### src/rtl/stop_watch_lap_bcd_if.sv
// Button/display bus of the lap stopwatch.
//   btn_pedge   : one-cycle button pulses {recall, clear, lap, start/stop}
//   value       : {sec_tens, sec_ones, csec_tens, csec_ones} BCD
//   min_bcd     : {min_tens, min_ones} BCD
//   running     : stopwatch counting
//   recall_mode : a stored lap is on the display
//   lap_idx     : lap being shown in recall (0 = oldest)
//   lap_count   : valid laps stored, saturating at LAP_DEPTH
//   rollover    : sticky, time wrapped past the maximum
// master = button/display side, slave = stopwatch.
interface stop_watch_lap_bcd_if #(
  parameter int LAP_DEPTH = 4
);
  localparam int IDX_W = $clog2(LAP_DEPTH);
  localparam int CNT_W = $clog2(LAP_DEPTH + 1);

  logic [3:0]       btn_pedge;
  logic [15:0]      value;
  logic [7:0]       min_bcd;
  logic             running;
  logic             recall_mode;
  logic [IDX_W-1:0] lap_idx;
  logic [CNT_W-1:0] lap_count;
  logic             rollover;

  modport master (
    output btn_pedge,
    input  value, min_bcd, running, recall_mode, lap_idx, lap_count, rollover
  );

  modport slave (
    input  btn_pedge,
    output value, min_bcd, running, recall_mode, lap_idx, lap_count, rollover
  );
endinterface

### src/rtl/stop_watch_lap_bcd.sv
// mm:ss.cc BCD stopwatch with a circular lap buffer and lap recall.
//   clk     : system clock, rising edge
//   reset_n : asynchronous active-low reset
//   bus     : slave side of stop_watch_lap_bcd_if (buttons in, display out)
// A prescaler divides clk down to a 10 ms tick while running. One button
// action is taken per cycle, priority clear > start/stop > lap > recall.
// Laps are stored oldest-first in a LAP_DEPTH ring; once full, a new lap
// overwrites the oldest entry. Display registers are loaded with the value
// the time/recall selection will hold after this edge, so they always
// line up with the state register.
module stop_watch_lap_bcd #(
  parameter int CLK_FREQ_HZ = 125_000_000,
  parameter int LAP_DEPTH   = 4,
  parameter int MAX_MIN     = 59
) (
  input logic                 clk,
  input logic                 reset_n,
  stop_watch_lap_bcd_if.slave bus
);

  localparam int TICK_DIV = CLK_FREQ_HZ / 100;
  localparam int PW       = (TICK_DIV > 1) ? $clog2(TICK_DIV) : 1;
  localparam int IDX_W    = $clog2(LAP_DEPTH);
  localparam int CNT_W    = $clog2(LAP_DEPTH + 1);

  localparam logic [PW-1:0]    PRE_LAST  = PW'(TICK_DIV - 1);
  localparam logic [CNT_W-1:0] CNT_FULL  = CNT_W'(LAP_DEPTH);
  localparam logic [3:0]       MAX_MIN_T = 4'(MAX_MIN / 10);
  localparam logic [3:0]       MAX_MIN_O = 4'(MAX_MIN % 10);

  typedef struct packed {
    logic [3:0] min_t;
    logic [3:0] min_o;
    logic [3:0] sec_t;
    logic [3:0] sec_o;
    logic [3:0] cs_t;
    logic [3:0] cs_o;
  } bcd_time_t;

  typedef enum logic [1:0] {IDLE, RUN, PAUSE, RECALL} state_t;

  state_t                     state, state_nxt;
  logic [PW-1:0]              presc;
  logic                       tick;
  bcd_time_t                  live, live_inc, live_nxt;
  logic                       wrap;
  bcd_time_t                  disp, disp_nxt;
  bcd_time_t [LAP_DEPTH-1:0]  lap_mem;
  logic [IDX_W-1:0]           wr_ptr, old_ptr, lap_idx, idx_nxt, rd_ptr;
  logic [CNT_W-1:0]           lap_count;
  logic                       rollover;
  logic                       running, recall_mode;

  logic act_clr, act_ss, act_lap, act_rcl;
  logic do_clr, do_lap, rcl_enter, rcl_step;

  // Single winning action per cycle; the losers are dropped even if the
  // winner turns out to be ignored in the current state.
  assign act_clr = bus.btn_pedge[2];
  assign act_ss  = bus.btn_pedge[0] & ~bus.btn_pedge[2];
  assign act_lap = bus.btn_pedge[1] & ~bus.btn_pedge[0] & ~bus.btn_pedge[2];
  assign act_rcl = bus.btn_pedge[3] & ~|bus.btn_pedge[2:0];

  assign tick      = (state == RUN) && (presc == PRE_LAST);
  assign do_clr    = act_clr && (state != RUN);
  assign do_lap    = act_lap && (state == RUN);
  assign rcl_enter = act_rcl && ((state == IDLE) || (state == PAUSE)) &&
                     (lap_count != '0);
  assign rcl_step  = act_rcl && (state == RECALL);

  // ---------------- FSM ----------------
  always_ff @(posedge clk or negedge reset_n) begin
    if (!reset_n) state <= IDLE;
    else          state <= state_nxt;
  end

  always_comb begin
    state_nxt = state;
    case (state)
      IDLE, PAUSE: begin
        if (act_clr)        state_nxt = IDLE;
        else if (act_ss)    state_nxt = RUN;
        else if (rcl_enter) state_nxt = RECALL;
      end
      RUN: begin
        if (act_ss) state_nxt = PAUSE;
      end
      RECALL: begin
        if (act_clr)     state_nxt = IDLE;
        else if (act_ss) state_nxt = PAUSE;
      end
      default: state_nxt = IDLE;
    endcase
  end

  always_comb begin
    running     = (state == RUN);
    recall_mode = (state == RECALL);
  end

  // ---------------- BCD time increment ----------------
  // Each digit only advances when every lower digit is at its top value,
  // so no nibble ever leaves its decimal range.
  always_comb begin
    live_inc = live;
    wrap     = 1'b0;
    if (live.cs_o != 4'd9) begin
      live_inc.cs_o = live.cs_o + 4'd1;
    end else begin
      live_inc.cs_o = 4'd0;
      if (live.cs_t != 4'd9) begin
        live_inc.cs_t = live.cs_t + 4'd1;
      end else begin
        live_inc.cs_t = 4'd0;
        if (live.sec_o != 4'd9) begin
          live_inc.sec_o = live.sec_o + 4'd1;
        end else begin
          live_inc.sec_o = 4'd0;
          if (live.sec_t != 4'd5) begin
            live_inc.sec_t = live.sec_t + 4'd1;
          end else begin
            live_inc.sec_t = 4'd0;
            if ((live.min_t == MAX_MIN_T) && (live.min_o == MAX_MIN_O)) begin
              live_inc.min_t = 4'd0;
              live_inc.min_o = 4'd0;
              wrap           = 1'b1;
            end else if (live.min_o != 4'd9) begin
              live_inc.min_o = live.min_o + 4'd1;
            end else begin
              live_inc.min_o = 4'd0;
              live_inc.min_t = live.min_t + 4'd1;
            end
          end
        end
      end
    end
  end

  // tick and do_clr never coincide: tick needs RUN, clear is ignored there.
  always_comb begin
    live_nxt = live;
    if (do_clr)    live_nxt = '0;
    else if (tick) live_nxt = live_inc;
  end

  // ---------------- recall index / display select ----------------
  always_comb begin
    idx_nxt = lap_idx;
    if (state_nxt != RECALL) begin
      idx_nxt = '0;
    end else if (rcl_enter) begin
      idx_nxt = '0;
    end else if (rcl_step) begin
      if (CNT_W'(lap_idx) == (lap_count - CNT_W'(1))) idx_nxt = '0;
      else                                           idx_nxt = lap_idx + 1'b1;
    end
  end

  // lap_idx is relative to the oldest entry; the ring wraps naturally
  // because LAP_DEPTH is a power of two.
  assign rd_ptr = old_ptr + idx_nxt;

  always_comb begin
    disp_nxt = live_nxt;
    if (state_nxt == RECALL) disp_nxt = lap_mem[rd_ptr];
  end

  // ---------------- datapath registers ----------------
  always_ff @(posedge clk or negedge reset_n) begin
    if (!reset_n) begin
      presc     <= '0;
      live      <= '0;
      disp      <= '0;
      lap_idx   <= '0;
      rollover  <= 1'b0;
      wr_ptr    <= '0;
      old_ptr   <= '0;
      lap_count <= '0;
    end else begin
      // Prescaler holds outside RUN so a resume keeps the partial tick.
      if (do_clr)            presc <= '0;
      else if (state == RUN) presc <= (presc == PRE_LAST) ? '0 : presc + 1'b1;

      live    <= live_nxt;
      disp    <= disp_nxt;
      lap_idx <= idx_nxt;

      if (do_clr)            rollover <= 1'b0;
      else if (tick && wrap) rollover <= 1'b1;

      if (do_clr) begin
        wr_ptr    <= '0;
        old_ptr   <= '0;
        lap_count <= '0;
      end else if (do_lap) begin
        wr_ptr <= wr_ptr + 1'b1;
        if (lap_count == CNT_FULL) old_ptr   <= old_ptr + 1'b1;
        else                       lap_count <= lap_count + 1'b1;
      end
    end
  end

  // Lap capture takes the registered (pre-tick) time.
  always_ff @(posedge clk or negedge reset_n) begin
    if (!reset_n)    lap_mem <= '0;
    else if (do_lap) lap_mem[wr_ptr] <= live;
  end

  // ---------------- outputs ----------------
  assign bus.value       = {disp.sec_t, disp.sec_o, disp.cs_t, disp.cs_o};
  assign bus.min_bcd     = {disp.min_t, disp.min_o};
  assign bus.running     = running;
  assign bus.recall_mode = recall_mode;
  assign bus.lap_idx     = lap_idx;
  assign bus.lap_count   = lap_count;
  assign bus.rollover    = rollover;

endmodule

### src/flat_wrapper.sv
// flat-port wrapper written by rule: the top's interface ports become plain ports
module stop_watch_lap_bcd_flat 
#(
  parameter int CLK_FREQ_HZ = 125_000_000,
  parameter int LAP_DEPTH   = 4,
  parameter int MAX_MIN     = 59
)
  (clk, reset_n, bus_btn_pedge, bus_value, bus_min_bcd, bus_running, bus_recall_mode, bus_lap_idx, bus_lap_count, bus_rollover);
  stop_watch_lap_bcd_if #(.LAP_DEPTH(LAP_DEPTH)) bus_i ();
  input logic clk;
  input logic reset_n;
  input wire logic [$bits(bus_i.btn_pedge)-1:0] bus_btn_pedge;
  output wire logic [$bits(bus_i.value)-1:0] bus_value;
  output wire logic [$bits(bus_i.min_bcd)-1:0] bus_min_bcd;
  output wire logic [$bits(bus_i.running)-1:0] bus_running;
  output wire logic [$bits(bus_i.recall_mode)-1:0] bus_recall_mode;
  output wire logic [$bits(bus_i.lap_idx)-1:0] bus_lap_idx;
  output wire logic [$bits(bus_i.lap_count)-1:0] bus_lap_count;
  output wire logic [$bits(bus_i.rollover)-1:0] bus_rollover;
  assign bus_i.btn_pedge = bus_btn_pedge;
  assign bus_value = bus_i.value;
  assign bus_min_bcd = bus_i.min_bcd;
  assign bus_running = bus_i.running;
  assign bus_recall_mode = bus_i.recall_mode;
  assign bus_lap_idx = bus_i.lap_idx;
  assign bus_lap_count = bus_i.lap_count;
  assign bus_rollover = bus_i.rollover;
  stop_watch_lap_bcd #(.CLK_FREQ_HZ(CLK_FREQ_HZ), .LAP_DEPTH(LAP_DEPTH), .MAX_MIN(MAX_MIN)) u_core (.clk(clk), .reset_n(reset_n), .bus(bus_i));
endmodule
### config.mk
export PLATFORM = sky130hd
export DESIGN_NAME = stop_watch_lap_bcd_flat
export DESIGN_NICKNAME = d
export VERILOG_FILES = /design/src/rtl/stop_watch_lap_bcd_if.sv /design/src/rtl/stop_watch_lap_bcd.sv /design/src/flat_wrapper.sv
export SDC_FILE = /design/constraint.sdc
export NUM_CORES = 1
export LEC_CHECK = 0
export CORE_ASPECT_RATIO = 1.4
export CORE_MARGIN = 2
export CORE_UTILIZATION = 50
export CTS_CLUSTER_SIZE = 20
export DETAILED_ROUTE_END_ITERATION = 7
export PLACE_DENSITY = 0.73
export SETUP_SLACK_MARGIN = 0.4
export SLEW_MARGIN = 20
export SYNTH_ARGS = -nofsm -noshare
export SYNTH_HDL_FRONTEND = slang
export SYNTH_SLANG_ARGS = --single-unit
### constraint.sdc
create_clock -name clk -period 4 [get_ports clk]
set_input_delay 0.4 -clock clk [delete_from_list [all_inputs] [get_ports clk]]
set_output_delay 0.4 -clock clk [all_outputs]
set_load 0.01 [all_outputs]
Word-level counts from Yosys, hierarchy flattened
Index checks and enable logic that the tools add are counted.

Register bits after elaboration: 177. Latch bits: 0. Bits in writable memories: 0. Memory bits (read-only): 0. Output and inout bits: 32. Word-level logic and storage cells: 150. Memories: 0.

Add/sub/neg operators: 13. Multiply operators: 0. Div/mod/pow operators: 0. Magnitude comparators: 3. Equal/unequal tests: 17. Shift operators: 0. Muxes and demuxes: 47. Bitwise operators: 6. Reduce and logical (&&, ||, !) cells: 21.

Operators by type and width (count): two-way mux 24 bit (5); bitwise mux 96 bit (1); two-way mux 21 bit (3); binary-select mux 24 bit (select 2 bit) (1); demux 24 bit (select 2 bit) (1); two-way mux 2 bit (14); adder 4 x 1 -> 4 bit, second input constant (6); two-way mux 4 bit (6); adder 21 x 1 -> 21 bit, second input constant (1); == test 21 bit, second input constant (1); two-way mux 20 bit (1); two-way mux 16 bit (1); two-way mux 8 bit (2); inequality test 4 bit, second input constant (4); two-way mux 12 bit (1); logical AND 1 bit (9); two-way mux 3 bit (3); nonzero test 2 bit (4); two-way mux 1 bit (7); adder 2 x 1 -> 2 bit, second input constant (3); == test 2 bit, second input constant (3); less-than comparator 2 x 3 -> 1 bit, second input constant (2); one-hot mux 2 bit (3 select lines) (1); AND 1 bit (4); other kinds (20) (23).

Logic depth before layout (Yosys ltp)
Depth in word-level cells: 15. Depth in mapped cells: 11.

Least setup slack after synthesis
No wires, ideal clock.

Path type: reg2reg. Start: reg u_core.lap_count[0] (netlist: u_core.bus.lap_count[0]). End: reg u_core.disp, in the netlist u_core.bus.value[15]. Library setup time: 0.128 ns. Arrival time: 3.349 ns. Slack: 0.523 ns. Stages on the path, launching flop included: 11. Clock period less this slack: 3.477 ns. Cells stage by stage: dfrtp_1 inv_1 ha_1 xnor2_1 o311ai_0 a21oi_1 ha_1 buf_1 clkbuf_1 mux4_2 mux2_1.

RTL lines: from (decl) (RTL line stop_watch_lap_bcd.sv:50) `logic [CNT_W-1:0] lap_count;`; from (signal assigned) (RTL line stop_watch_lap_bcd.sv:198) `else lap_count <= lap_count + 1'b1;`; to (signal assigned) (RTL line stop_watch_lap_bcd.sv:185) `disp <= disp_nxt;`; to (decl) (RTL line stop_watch_lap_bcd.sv:47) `bcd_time_t disp, disp_nxt;`.

==> results.cfg <==
[grt]
grt_max_degree = 100
grt-ovfl-total = 0
grt_usage_pct = 22.5
grt_pass1_wl_mm = 31.1
grt_pass1_vias = 6102
antenna_found_initial = 0

[die]
die_h_um = 157
coreArea_mm2 = 0.0162
initial_core_util_pct = 51.3
rows = 55
die_w_um = 113
num_io_pins = 38
die_area_mm2 = 0.0177

[logic_synthesis]
synthCells = 706
synth_area_leaders = dfrtp_1 (53%), mux2_2 (12%), mux4_2 (6.5%), o21ai_0 (4.1%), nand2_1 (3.2%)
synthMuxAreaShare_pct = 19.4
synth_area_mm2 = 0.00833
synth_edf_count = 0
async_flop_share_pct = 100
synth_xor_area_share_pct = 1.47
synth_simple_gate_area_share_pct = 12.6
ys.flop_type = dfrtp_1
post_synth_fa_ha_maj_area_fraction_pct = 2.55
yosysWarnings = 0
seq_area_frac_synth_pct = 53.2
synth_top_family_by_area = multiplexers
avgSynthCellArea_um2 = 11.8
yosysUniqueCellTypes = 50
yosysTopAreaCellShare_pct = 53.2
synth_seq_cells = 177
synth_fp_nets = 729
synth-compound-area-share_pct = 8.33
yosys.area.top_type = dfrtp_1

[sta]
maxSlewHeadroom_pct = 39.1
fin_tns_setup_ns = 0
setup_ws_ns = 0.672
finalWorstPathRequiredPeriod_ns = 3.33
finalSetupViolCount = 0
hold_viol_final = 0
finalMaxSlewViolations = 0
fin_crit_sh_pct = 83.2
fmax_mhz = 300
rsz0062_at_grt = no
fin_skew_ns = 0.0103
tightest_slew_ns = 0.914

[clocking]
cts_setup_buffers = 0
cts_max_level = 4
clock-root-buffer = clkbuf_16
tritoncts = done
clk_pin_slew_ns = 0.07
cts_made_buffers = 17
clock-sinks = 177
hold_buffers = 0
clockBufferDepth = 2
clkLatencyLatePin_ns = 0.44

[setup_path]
cp_data_required_time_ns = 4.32
start_kind = register
worstPathArrival_ns = 3.65
crit_type = reg -> reg
worstPathMaxFanout = 17
worstSetupEndpointType = register

[drt]
first_pass_iters = 7
routed-via-count = 5825
wire_per_inst_um = 20.1
totalWireLength_mm = 19.1
first_iter_violations = 473
post-route-drc-count = 1
via_per_inst = 6.13
ant_nets = 0

[place]
numPortBuffers = 37
dpl_worst_slack_ns = 0.125
dpl.hpwl_mm = 12.3
place.gp.congestion = 0.867

[flow_run]
drv_cap = 0

[finish]
layout_commonest_cell = dfrtp_1
fin_nets = 762
final_cell_mix = dfrtp_1 (177), mux2_2 (88), nand2_1 (70), o21ai_0 (69), clkdlybuf4s50_1 (36)
antenna-diode-count = 0
post-route-util_pct = 59.1
drive_above_1_share_pct = 22.9
syn_to_final_growth_pct = 15.2

[power]
p_sw_w = 0.000953
vdd.ir_drop.worst_v = 0.000308
netSwitchingFraction_pct = 24.6
clkPwrFrac_pct = 45.8
total_power_w = 0.00387
powerDensity_mw_per_mm2 = 404
p_comb_share_pct = 6.4
leakagePower_nw = 4.32
intPower_w = 0.00292
p_seq_share_pct = 47.8

[worst_hold_path]
hold_path.class = in -> async

[run_status]
violations = design-rule violations
status = complete, but fails checks
## logic make-up after synthesis
logic type,Yosys count
AO/OA/AOI/OAI,122
multiplexers,120
adder cells (fa/ha/maj),17
XOR/XNOR,14
buffers and inverters,53
AND/OR/NAND/NOR,203
flip-flops,177
## flip-flops by register name, indices dropped and copies added (netlist names)
register / count
u_core.bus.lap_count: 3
u_core.presc: 21
u_core.live: 24
u_core.bus.rollover: 1
u_core.bus.min_bcd: 8
u_core.lap_mem: 96
u_core.state: 2
u_core.wr_ptr: 2
u_core.bus.lap_idx: 2
u_core.old_ptr: 2
u_core.bus.value: 16
## cells in the mapped netlist, types with 3 or more instances
cell type,count
buf_1,4
a22o_1,5
buf_2,4
nand4_1,12
xnor2_1,9
mux4_2,24
nor2_1,32
a21oi_2,3
nor3_1,8
mux2i_1,7
o311ai_0,3
o2bb2ai_1,3
nor2b_1,5
and2_1,7
inv_1,12
nand3_1,15
nand3b_1,3
and3_1,9
o21ai_0,69
a31oi_1,7
a21oi_1,24
nand2_1,70
or4_1,3
or3_1,12
xor2_1,5
mux2_2,88
dfrtp_1,177
ha_1,17
clkbuf_1,31
nor4b_1,5
nor4_1,6
## cell type report
cell class / instances / area (um^2)
tap: 199 / 249
inverter: 13 / 48.8
clock buffer: 17 / 425
multi-input combinational: 476 / 3710
clock inverter: 15 / 200
timing repair buffer: 54 / 524
fill: 1273 / 6650
sequential: 177 / 4430
## per-stage QoR
stage	std cells	cell area [um^2]	hold WS, ns
final	951	9590	0.0355
after global routing	951	9590	0.120
after CTS	951	9580	0.0686
after floorplan	706	8330	0.104
after global placement	919	8950	0.458
after detailed placement	919	8950	0.469
## layer usage
| metal | part of all wire, % | global-route usage [%] | wire, um |
|---|---|---|---|
| met5 | 0 | 0 | 0 |
| met4 | 2.3 | 9.76 | 435 |
| met3 | 3.7 | 3.87 | 706 |
| met2 | 53 | 39.5 | 10200 |
| met1 | 41 | 27.3 | 7790 |
## critical path: stages, from the launching register on
cell	delay [ns]
dfrtp_1	0.41
inv_1	0.11
ha_1	0.34
xnor2_1	0.16
o311ai_0	0.30
a21oi_1	0.16
ha_1	0.23
xnor2_1	0.20
xnor2_4	0.44
buf_12	0.24
mux4_2	0.30
mux2_1	0.31
## path summary, 6_finish.rpt
| path | slack [ns] | to | depth (start not counted) | start |
|---|---|---|---|---|
| worst min register to register | 0.48 | u_core.lap_mem[37] | 2 | u_core.lap_mem[37] |
| max in group asynchronous | 2.98 | u_core.lap_mem[32] | 2 | reset_n |
| worst min-delay path | 0.04 | u_core.bus.lap_count[1] | 1 | reset_n |
| worst max-delay path | 0.67 | u_core.bus.value[15] | 11 | u_core.bus.lap_count[0] |
| worst max register to register | 0.67 | u_core.bus.value[15] | 11 | u_core.bus.lap_count[0] |
| min in group clk | 0.48 | u_core.lap_mem[37] | 2 | u_core.lap_mem[37] |
## what timing repair did
item | 4_1_cts | 5_1_grt
gates resized for setup | 0 | 1
setup endpoints to repair | 0 | 17
hold endpoints to repair | 0 | 0
## power groups by stage
| stage | logic (W) | clock network [W] | registers (W) |
|---|---|---|---|
| 3_3_place_gp | 0.000237 | 0 | 0.00188 |
| 3_5_place_dp | 0.000250 | 0 | 0.00188 |
| 2_1_floorplan | 0.000145 | 0 | 0.00188 |
| 6_report | 0.000249 | 0.00177 | 0.00185 |
| 5_1_grt | 0.000278 | 0.00186 | 0.00185 |
| 4_1_cts | 0.000251 | 0.00179 | 0.00185 |
(Power assumes the default switching activity.)
